==> src/rtl/lbus_source_driver.sv <==
// lbus_source_driver: selects one L-bus source per accepted request; register sources complete in one
// cycle, MM/IO sources complete through a req/ack read handshake bounded by a timeout.
module lbus_source_driver #(
    parameter int DATA_WIDTH     = 16,
    parameter int TIMEOUT_CYCLES = 255
) (
    input  logic                    clk,
    input  logic                    rst_n,
    input  logic                    req_valid,
    output logic                    req_ready,
    input  logic [3:0]              sel,
    input  logic [8*DATA_WIDTH-1:0] gpr_flat,
    input  logic [DATA_WIDTH-1:0]   rb,
    input  logic [DATA_WIDTH-1:0]   rbp,
    input  logic [DATA_WIDTH-1:0]   pc,
    input  logic [DATA_WIDTH-1:0]   ir,
    input  logic [DATA_WIDTH-1:0]   fsr,
    output logic                    mm_rd_req,
    input  logic                    mm_rd_ack,
    input  logic [DATA_WIDTH-1:0]   mm_rd_data,
    output logic                    io_rd_req,
    input  logic                    io_rd_ack,
    input  logic [DATA_WIDTH-1:0]   io_rd_data,
    output logic [DATA_WIDTH-1:0]   lbus_data,
    output logic                    lbus_valid,
    output logic                    bus_error
);
    localparam int CW = $clog2(TIMEOUT_CYCLES + 1);
    localparam logic [CW-1:0] CNT_LAST = CW'(TIMEOUT_CYCLES - 1);
    localparam logic [3:0] SEL_RB  = 4'd8;
    localparam logic [3:0] SEL_RBP = 4'd9;
    localparam logic [3:0] SEL_PC  = 4'd10;
    localparam logic [3:0] SEL_IO  = 4'd11;
    localparam logic [3:0] SEL_MM  = 4'd12;
    localparam logic [3:0] SEL_IR  = 4'd13;
    localparam logic [3:0] SEL_FSR = 4'd14;

    typedef enum logic [1:0] {IDLE, WAIT_MM, WAIT_IO} state_t;

    state_t                state_q, state_d;
    logic [CW-1:0]         cnt_q, cnt_d;
    logic [DATA_WIDTH-1:0] data_q, data_d;
    logic                  valid_q, valid_d;
    logic                  err_q, err_d;
    logic                  mm_req_q, mm_req_d;
    logic                  io_req_q, io_req_d;
    logic [DATA_WIDTH-1:0] gpr [8];
    logic [DATA_WIDTH-1:0] src_word;
    logic                  wait_ack;
    logic [DATA_WIDTH-1:0] wait_data;

    always_comb begin
        for (int i = 0; i < 8; i++) gpr[i] = gpr_flat[i*DATA_WIDTH +: DATA_WIDTH];
    end

    // NLB (code 15) and the handshake codes fall through to zero
    always_comb begin
        src_word = '0;
        if (!sel[3]) src_word = gpr[sel[2:0]];
        else begin
            case (sel)
                SEL_RB:  src_word = rb;
                SEL_RBP: src_word = rbp;
                SEL_PC:  src_word = pc;
                SEL_IR:  src_word = ir;
                SEL_FSR: src_word = fsr;
                default: src_word = '0;
            endcase
        end
    end

    assign wait_ack  = (state_q == WAIT_MM) ? mm_rd_ack  : (state_q == WAIT_IO) ? io_rd_ack : 1'b0;
    assign wait_data = (state_q == WAIT_MM) ? mm_rd_data : io_rd_data;

    always_comb begin
        state_d  = state_q;
        cnt_d    = cnt_q;
        data_d   = data_q;
        valid_d  = 1'b0;
        err_d    = 1'b0;
        mm_req_d = mm_req_q;
        io_req_d = io_req_q;
        case (state_q)
            IDLE: begin
                if (req_valid) begin
                    if (sel == SEL_MM) begin
                        state_d  = WAIT_MM;
                        mm_req_d = 1'b1;
                        cnt_d    = '0;
                    end else if (sel == SEL_IO) begin
                        state_d  = WAIT_IO;
                        io_req_d = 1'b1;
                        cnt_d    = '0;
                    end else begin
                        data_d  = src_word;
                        valid_d = 1'b1;
                    end
                end
            end
            WAIT_MM, WAIT_IO: begin
                // ack takes priority over a timeout landing on the same cycle
                if (wait_ack) begin
                    data_d   = wait_data;
                    valid_d  = 1'b1;
                    mm_req_d = 1'b0;
                    io_req_d = 1'b0;
                    state_d  = IDLE;
                end else if (cnt_q == CNT_LAST) begin
                    data_d   = '0;
                    valid_d  = 1'b1;
                    err_d    = 1'b1;
                    mm_req_d = 1'b0;
                    io_req_d = 1'b0;
                    state_d  = IDLE;
                end else begin
                    cnt_d = cnt_q + CW'(1);
                end
            end
            default: begin
                state_d  = IDLE;
                mm_req_d = 1'b0;
                io_req_d = 1'b0;
            end
        endcase
    end

    always_ff @(posedge clk or negedge rst_n) begin
        if (!rst_n) begin
            state_q  <= IDLE;
            cnt_q    <= '0;
            data_q   <= '0;
            valid_q  <= 1'b0;
            err_q    <= 1'b0;
            mm_req_q <= 1'b0;
            io_req_q <= 1'b0;
        end else begin
            state_q  <= state_d;
            cnt_q    <= cnt_d;
            data_q   <= data_d;
            valid_q  <= valid_d;
            err_q    <= err_d;
            mm_req_q <= mm_req_d;
            io_req_q <= io_req_d;
        end
    end

    assign req_ready  = (state_q == IDLE);
    assign lbus_data  = data_q;
    assign lbus_valid = valid_q;
    assign bus_error  = err_q;
    assign mm_rd_req  = mm_req_q;
    assign io_rd_req  = io_req_q;
endmodule

==> config.mk <==
export PLATFORM = sky130hd
export DESIGN_NAME = lbus_source_driver
export DESIGN_NICKNAME = d
export VERILOG_FILES = /design/src/rtl/lbus_source_driver.sv
export SDC_FILE = /design/constraint.sdc
export NUM_CORES = 1
export LEC_CHECK = 0
export ABC_AREA = 1
export CAP_MARGIN = 5
export CORE_ASPECT_RATIO = 1.4
export CORE_MARGIN = 2
export CORE_UTILIZATION = 37
export CTS_CLUSTER_DIAMETER = 50
export DETAILED_ROUTE_END_ITERATION = 8
export HOLD_SLACK_MARGIN = 0.03
export MAX_ROUTING_LAYER = met4
export PLACE_DENSITY = 0.84
export SETUP_SLACK_MARGIN = 0.15
export SLEW_MARGIN = 20
export SYNTH_ARGS = -nofsm -noshare
export SYNTH_HDL_FRONTEND = slang
export SYNTH_SLANG_ARGS = --single-unit
==> constraint.sdc <==
create_clock -name clk -period 1.8 [get_ports clk]
set_input_delay 0.36 -clock clk [delete_from_list [all_inputs] [get_ports clk]]
set_output_delay 0.36 -clock clk [all_outputs]
set_load 0.01 [all_outputs]
==> results.md, run 1 <==
- FMAX: 542 MHz
- CTS tree: yes
- Slew at the pin closest to its max-slew limit: 0.500 ns
- CTS Sinks: 30
- Pin count of the biggest net entering global routing: 52
- Max Slew Vio Count: 0
- Layout Skew: 0.00389 ns
- Hold buffer count at cts: 0
- Leak: 3.67 nW
- Count leader, synth: nand2_1
- Worst stage delay on the critical path: 0.43 ns
- Area leader, netlist: nand2_1
- Cell area after synthesis: 0.00394 mm²
- Post-synthesis sequential area ratio: 19.0%
- DR pass1 iterations: 5
- CTS H-tree depth: 2
- Status: finished with violations
- Yosys warnings: 0
- Post-synth top cells: nand2_1 (409), nand3_1 (104), nor2_1 (71)
- Synth Instances: 768
- Maximum VDD drop: 0.625 mV
- Final worst setup slack: -0.0447 ns
- Detailed Place HPWL: 15.4 mm
- Nets: 1322
- Non-filler cells, final: 1205
- Register Area: 751 µm²
- Reg2reg end: cnt_q[6]
- Syn-to-layout area delta: 93.0%
- Total CTS buffers: 5
- Worst path cell trace: inv_2 -> ha_4 -> nand2_4 -> nor2_4 -> nor2_4 -> buf_6 -> nand2_2 -> nand2_2 -> inv_2 -> nor2_4 -> buf_6 -> buf_12 -> nand2_1 -> o21ai_1
- Reg2reg setup slack: -0.04 ns
- Syn nets: 1023
- Core area: 0.0104 mm²
- Power Density: 1020 mW/mm²
- Root cell of the clock tree: clkbuf_16
- Fin crit share: 102%
- WL final: 20.3 mm
- Vias in the first global route: 5956
- Crit path max fanout: 5
- Multi-input gate area: 0.00300 mm²
- Failing checks: negative setup slack
- Slew HR: 66.6%
- DRT antenna net count: 0
- DRC viols: 0
- Post-synth EDFFs: 0
- Initial core utilization: 37.9%
- Design Power: 7.77 mW
- Fraction of layout cells with a size suffix above 1: 13.4%
- Worst path top cell family by delay: simple AND/OR/NAND/NOR gates
- Mean Syn Cell Area: 5.13 µm²
- Die area: 0.0115 mm²
- Kind of critical path: reg2reg
- R2r startpoint: state_q[0]
- Clock Pin Slew Worst Setup and Hold Paths: 0.05 ns
- Final TNS setup: -0.113 ns
- Fillcell total: 833
- CTS max path bufs: 2
- Gpl congestion: 1.02
- Worst-Skew Late Latency: 0.28 ns
- CP most frequent cell: nor2_4
- Arr. time, crit path: 2.04 ns
- PortBufs: 269
- RSZ-0062 raised after global routing: true
- Placed cell count: 1179
- Die Ht: 126 µm
- Vias/cell: 5.07
- Area contributors post-synth: nand2_1 (39%), dfrtp_1 (19%), nand3_1 (13%), nor2_1 (6.8%), inv_1 (3.2%)
- Row count: 44
- Global-route wire length before repair: 29.4 mm
- Synth cell types: 27
- Final Hold Vio Count: 0
- Asr flop ratio synth: 100%
- Worst hold path class: in2async
- Tmin final: 1.84 ns
- ANT cells: 0
- Number of antenna violations at the first check in global routing: 0
- Startpoint types: flip-flop
- Reg2reg path depth: 14
- Gr usage total: 33.2%
- CP endpoint kind: flip-flop
- Critical Path RT: 2.00 ns
- CP bufs+invs: 5
- Register bit total from synthesis: 30
- Drt wl/cell: 16.9 µm
- Overflow after GRT: 0
- Most used DFF post-synth: dfrtp_1
- Die width: 91.2 µm
- Max-Cap Viols: 0
- Final setup vio count: 8
- Vias: 6111
- Iteration-0 DRC Markers: 419
- Slowest CP cell: dfrtp_1
- Top cell type's share of synthesized area: 38.9%
- Dpl ws: -0.454 ns
- # IOs: 270
kinds of logic after synthesis:
| logic type | count (synthesis) | share of synthesized area, % |
|---|---|---|
| xor gates and xnor gates | 4 | 0.889 |
| adders and majority gates | 6 | 1.90 |
| AOI/OAI and AO/OA | 28 | 3.55 |
| DFF | 30 | 19.0 |
| buffers and inverters | 87 | 10.5 |
| and+or+nand+nor | 613 | 64.1 |
layout make-up:
cell class              count  share of cell area (%)
inverters                  42                    2.32
clock buffers               6                    1.82
clock inverters             1                   0.395
flip-flops and latches     30                    9.86
multi-input cells         652                    39.4
repair buffers            336                    43.9
well taps                 138                    2.27
what timing repair did:
item,CTS,global route
buffers inserted,8,9
cloned,2,0
resized for setup,32,54
pin swaps,8,15
setup endpoints to repair,29,30
routing by layer:
layer	track usage [%]	up-vias	wire length [µm]
li1	-	2993	-
met1	34.2	2715	6930
met2	61.4	329	10800
met3	6.10	74	1550
met4	13.5	0	1070
met5	-	-	0
report_power, final:
part | internal, mW | switching (mW) | leakage (nW)
clock | 0.682 | 0.299 | 0.0829
combinational | 2.79 | 2.89 | 3.20
sequential | 0.925 | 0.183 | 0.391
worst max path at each step:
stage                     from       endpoint  slack, ns  cells after the start
floorplan           state_q[0]  lbus_data[10]       0.17                      9
global placement        sel[1]   lbus_data[8]      -0.40                     10
detailed placement      sel[1]   lbus_data[8]      -0.45                     10
CTS                 state_q[1]       cnt_q[7]       0.07                     14
global route        state_q[1]       cnt_q[6]      -0.12                     14
finish              state_q[0]       cnt_q[6]      -0.04                     14
cell usage in the layout (no fill, tap or decap), types with 8 or more instances in the layout:
| cell type | instances |
|---|---|
| buf_4 | 46 |
| buf_6 | 12 |
| clkdlybuf4s50_1 | 264 |
| dfrtp_1 | 30 |
| inv_1 | 29 |
| inv_2 | 8 |
| nand2_1 | 393 |
| nand2_2 | 10 |
| nand3_1 | 103 |
| nand4_1 | 8 |
| nor2_1 | 57 |
| nor2_2 | 16 |
| o21ai_0 | 18 |
worst register-to-register path: stages, from the launching register on:
cell and delay [ns]:
dfrtp_1 0.43, inv_2 0.10, ha_4 0.17, nand2_4 0.06, nor2_4 0.04, nor2_4 0.14
buf_6 0.13, nand2_2 0.04, nand2_2 0.08, inv_2 0.05, nor2_4 0.15, buf_6 0.13
buf_12 0.10, nand2_1 0.05, o21ai_1 0.08
registers in the layout, summed over array words and instances (netlist names):
name	count
bus_error	1
cnt_q	8
mm_rd_req	1
io_rd_req	1
lbus_valid	1
lbus_data	16
state_q	2
metrics by stage:
stage	hold WS (ns)	area (µm²)	util [%]
3_3_place_gp	0.463	7000	67.3
2_1_floorplan	0.0644	3950	-
5_1_grt	0.495	7610	73.1
6_report	0.479	7610	73.1
4_1_cts	0.482	7360	70.8
3_5_place_dp	0.467	7000	67.3
Power figures use the tool's default switching activity.
==> inputs of run 2 (changes only) <==
- CAP_MARGIN: 5 -> 15
- GPL_TIMING_DRIVEN: default -> 0
- HOLD_SLACK_MARGIN: 0.03 -> 0.1
==> run 2 against run 1 <==
The flow now finishes without violations; critical path depth decreased by 2; maximum frequency increased by 3.0%; worst hold slack got worse by 0.37 ns; global-route usage increased by 0.44 points; core utilization decreased by 1.5 points; sequential power about the same; critical endpoint is now cnt_q[5]; largest cell class unchanged; highest routed layer unchanged.
==> results.md, run 2 (synthesized netlist as in run 1, its figures left out) <==
- Max reg flops: 16
- Clock Pin Slew Worst Setup and Hold Paths: 0.06 ns
- Gpl congestion: 1.00
- Iteration-0 DRC Markers: 374
- Fillcell total: 861
- Die Ht: 126 µm
- Arr. time, crit path: 2.01 ns
- Worst stage delay on the critical path: 0.44 ns
- CTS max path bufs: 2
- Syn-to-layout area delta: 89.2%
- DRC viols: 0
- Detailed Place HPWL: 15.3 mm
- Worst hold path class: in2async
- Pin count of the biggest net entering global routing: 31
- DRT antenna net count: 0
- Worst path top cell family by delay: simple AND/OR/NAND/NOR gates
- Fraction of layout cells with a size suffix above 1: 12.9%
- Slew at the pin closest to its max-slew limit: 0.699 ns
- CTS tree: yes
- CP endpoint kind: flip-flop
- Total CTS buffers: 5
- Overflow after GRT: 0
- Die width: 91.2 µm
- Startpoint types: flip-flop
- Power Density: 948 mW/mm²
- Vias in the first global route: 5994
- CTS Sinks: 30
- PortBufs: 267
- Register Area: 752 µm²
- # IOs: 270
- Drt wl/cell: 16.4 µm
- Core area: 0.0104 mm²
- Most frequent cells in the layout: nand2_1 (399), clkdlybuf4s50_1 (263), nand3_1 (102)
- CTS H-tree depth: 2
- Die area: 0.0115 mm²
- Nets: 1321
- Final Hold Vio Count: 0
- WL final: 19.7 mm
- Tmin final: 1.79 ns
- Status: complete, no violations
- RSZ-0062 raised after global routing: true
- Critical Path RT: 2.02 ns
- Slew HR: 53.4%
- Maximum VDD drop: 0.541 mV
- Vias/cell: 5.00
- Hold buffer count at cts: 0
- Kind of critical path: reg2reg
- Fin crit share: 99.5%
- FMAX: 559 MHz
- Gr usage total: 33.6%
- Design Power: 7.07 mW
- Number of antenna violations at the first check in global routing: 0
- Max Slew Vio Count: 0
- Row count: 44
- Crit path max fanout: 7
- Leak: 3.61 nW
- ANT cells: 0
- Vias: 6027
- CP bufs+invs: 4
- Root cell of the clock tree: clkbuf_16
- Worst-Skew Late Latency: 0.29 ns
- Global-route wire length before repair: 29.8 mm
- Layout Skew: 0.0121 ns
- Worst path cell trace: ha_4 -> buf_8 -> nand2_2 -> inv_2 -> nor2_4 -> nand2_1 -> nand2_2 -> inv_2 -> nor2_4 -> buf_6 -> nand2_1 -> o21ai_2
- Final setup vio count: 0
- Commonest non-fill, non-tap cell in the layout: nand2_1
- DR pass1 iterations: 5
- Placed cell count: 1173
- Initial core utilization: 37.9%
- Multi-input gate area: 0.00297 mm²
- Non-filler cells, final: 1205
- Max-Cap Viols: 0
- Slowest CP cell: dfrtp_2
run 2: cell count changes in the layout (fill, tap and decap cells not counted), moves of 3 or more:
cell	before	now
buf_4	46	25
buf_2	1	18
buf_12	7	0
nand2_1	393	399
nor2_1	57	51
nand2_4	6	1
nor2_4	5	9
o21ai_1	3	7
clkbuf_1	0	3
clkbuf_4	0	3
run 2: power breakdown:
group / switching [mW] / internal, mW
Sequential: 0.159 / 0.926
Combinational: 2.57 / 2.26
Clock: 0.322 / 0.830
run 2: path summary, 6_finish.rpt:
kind                       slack [ns]      endpoint  cells past startpoint          from
hold / removal                   0.11      cnt_q[6]                      1         rst_n
setup reg to reg                 0.01      cnt_q[5]                     12    state_q[0]
max in group asynchronous        1.17    state_q[0]                      1         rst_n
min in group clk                 0.47  lbus_data[0]                      2  lbus_data[0]
setup / recovery                 0.01      cnt_q[5]                     12    state_q[0]
hold reg to reg                  0.47  lbus_data[0]                      2  lbus_data[0]
run 2: worst reg2reg max path: cells and delay by family (launching register included):
kind                       cells  cell delay, ns
and+or+nand+nor                6            0.66
DFF                            1            0.44
buffers and inverters          4            0.39
adders and majority gates      1            0.17
AOI/OAI and AO/OA              1            0.06
run 2: what timing repair did:
action / in CTS / in global routing
setup endpoints to repair: 30 / 31
gates resized for setup: 59 / 42
pin swaps: 8 / 38
buffers inserted: 11 / 9
gates cloned: 3 / 1
run 2: layout make-up:
class | count | share of cell area (%)
multi-input cells | 651 | 39.8
repair buffers | 291 | 38.7
flip-flops and latches | 30 | 10.1
plain buffers | 45 | 4.19
well taps | 138 | 2.32
inverters | 42 | 2.26
clock buffers | 6 | 1.86
clock inverters | 2 | 0.805
run 2: stage by stage:
stage | area [µm²] | util (%) | setup TNS [ns] | hold WS, ns | worst slack (ns)
6_report | 7460 | 71.7 | 0 | 0.105 | 0.00959
2_1_floorplan | 3950 | - | 0 | 0.0644 | 0.174
3_5_place_dp | 6790 | 65.2 | -6.98 | 0.431 | -0.430
4_1_cts | 7240 | 69.6 | 0 | 0.140 | 0.0774
3_3_place_gp | 6790 | 65.3 | -11.35 | 0.461 | -0.426
5_1_grt | 7460 | 71.7 | -0.269 | 0.175 | -0.0414
run 2: routing by layer:
| layer | share of wire, % | GRT usage, % | vias to the layer above | wire length (µm) |
|---|---|---|---|---|
| met3 | 6.6 | 3.95 | 51 | 1310 |
| met5 | 0 | - | - | 0 |
| li1 | - | - | 2989 | - |
| met2 | 52 | 61.4 | 310 | 10300 |
| met1 | 37 | 36.3 | 2677 | 7220 |
| met4 | 4.7 | 14.7 | 0 | 923 |
==> inputs of run 3 (changes only) <==
- CTS_CLUSTER_SIZE: default -> 28
- SLEW_MARGIN: 20 -> default
==> run 3 against run 2 <==
Die area stayed put; largest power group unchanged; sequential share of layout area up 0.079 points; critical endpoint is now bus_error; critical path type unchanged; worst setup slack improved by 0.010 ns; largest cell class unchanged.
==> results.md, run 3 (synthesized netlist as in run 1, its figures left out) <==
- Status: complete, no violations
- Arr. time, crit path: 1.94 ns
- Kind of critical path: reg2reg
- Total CTS buffers: 5
- Nets: 1319
- Drt wl/cell: 16.2 µm
- Overflow after GRT: 0
- Commonest non-fill, non-tap cell in the layout: nand2_1
- Hold buffer count at cts: 0
- Die width: 91.2 µm
- Gpl congestion: 1.00
- Final Cell Area: 0.00739 mm²
- Maximum VDD drop: 0.530 mV
- Startpoint types: flip-flop
- CP endpoint kind: flip-flop
- Crit path max fanout: 10
- M1 GR Usage: 36.6%
- # IOs: 270
- RSZ-0062 raised after global routing: true
- Final setup vio count: 0
- Non-filler cells, final: 1204
- Fin crit share: 98.9%
- FMAX: 562 MHz
- Critical Path RT: 1.96 ns
- Placed Area: 0.00682 mm²
- Iteration-0 DRC Markers: 327
- Sw power: 3.00 mW
- Tmin final: 1.78 ns
- Top Usage Layer GRT: met2
- Most frequent cells in the layout: nand2_1 (400), clkdlybuf4s50_1 (264), nand3_1 (104)
- Slew at the pin closest to its max-slew limit: 0.668 ns
- Fillcell total: 897
- Gr usage total: 33.9%
- Comb power frac: 68.1%
- Slew HR: 55.4%
- Die Ht: 126 µm
- Core area: 0.0104 mm²
- Power Density: 946 mW/mm²
- Worst stage delay on the critical path: 0.38 ns
- Worst-Skew Late Latency: 0.29 ns
- Vias: 6040
- Row count: 44
- Worst path cell trace: inv_2 -> buf_4 -> ha_4 -> buf_12 -> clkinv_2 -> clkbuf_4 -> nor4_1
- Final Hold Vio Count: 0
- Root cell of the clock tree: clkbuf_16
- Initial core utilization: 37.9%
- Sequential share of power: 15.4%
- Leak: 3.58 nW
- WL final: 19.5 mm
- Max reg flops: 16
- Vias/cell: 5.02
- Switch share: 42.9%
- Grt met3 use: 3.89%
- Die area: 0.0115 mm²
- CTS max path bufs: 2
- Max-Cap Viols: 0
- Number of antenna violations at the first check in global routing: 1
- Worst hold path class: in2async
- DRT antenna net count: 0
- Max Slew Vio Count: 0
- Fraction of layout cells with a size suffix above 1: 11.9%
- Met2 usage: 62.4%
- CTS Sinks: 30
- PortBufs: 267
- Vias in the first global route: 5992
- Layout Skew: 0.0110 ns
- Clock Pin Slew Worst Setup and Hold Paths: 0.06 ns
- CTS H-tree depth: 2
- Syn-to-layout area delta: 87.4%
- Clock share of power: 16.5%
- CTS tree: yes
- DRC viols: 0
- Global-route wire length before repair: 30.1 mm
- Slowest CP cell: dfrtp_1
- DR pass1 iterations: 5
- Placed cell count: 1174
- Detailed Place HPWL: 15.4 mm
- Pint: 3.99 mW
- Pin count of the biggest net entering global routing: 20
## run 3: path summary, 6_finish.rpt
path,start,endpoint,slack (ns),depth (start not counted)
setup / recovery,state_q[1],bus_error,0.02,7
min in group clk,lbus_data[0],lbus_data[0],0.48,2
hold / removal,rst_n,cnt_q[6],0.48,1
max in group asynchronous,rst_n,state_q[1],0.78,2
hold reg to reg,lbus_data[0],lbus_data[0],0.48,2
setup reg to reg,state_q[1],bus_error,0.02,7
## run 3: worst max-delay path, delay by kind of cell (launching register included)
family        cells  cell delay, ns
fa+ha+maj         1            0.27
simple gates      1            0.36
buf+inv           5            0.66
flops             1            0.38
## run 3: what timing repair did
action,CTS,global route
setup endpoints to repair,30,31
pin swaps,8,18
resized for setup,61,24
cloned,3,0
buffers inserted,13,5
## run 3: layer usage
layer,wire length [µm],vias to the layer above
met5,0,-
met4,975,0
met3,1230,62
met2,10200,300
met1,7130,2690
li1,-,2988
## run 3: metrics by stage
| step | utilization, % | setup TNS [ns] | setup slack, ns | total power, mW | hold slack, ns |
|---|---|---|---|---|---|
| after floorplan | - | 0 | 0.174 | 3.29 | 0.0644 |
| after global placement | 65.3 | -11.35 | -0.426 | 4.84 | 0.461 |
| after detailed placement | 65.5 | -7.08 | -0.422 | 4.92 | 0.465 |
| after CTS | 70.1 | 0 | 0.103 | 6.68 | 0.480 |
| after global routing | 71.0 | -0.813 | -0.0681 | 7.43 | 0.501 |
| final | 71.0 | 0 | 0.0197 | 6.99 | 0.476 |
## run 3: power by group through the flow
stage / clock network [mW] / logic, mW / registers [mW]
6_report: 1.15 / 4.76 / 1.08
5_1_grt: 1.18 / 5.14 / 1.10
4_1_cts: 1.15 / 4.46 / 1.07
3_5_place_dp: 0 / 3.85 / 1.07
3_3_place_gp: 0 / 3.77 / 1.07
2_1_floorplan: 0 / 2.15 / 1.14
## run 3: area by class of cell
cell class,count,area (µm²),share of cell area [%]
multi-input combinational,651,2930,39.7
timing repair buffer,289,2860,38.7
sequential,30,751,10.2
buffer,45,302,4.08
tap,138,173,2.34
inverter,42,171,2.32
clock buffer,6,139,1.88
clock inverter,2,60.1,0.813
antenna,1,2.50,0.0339
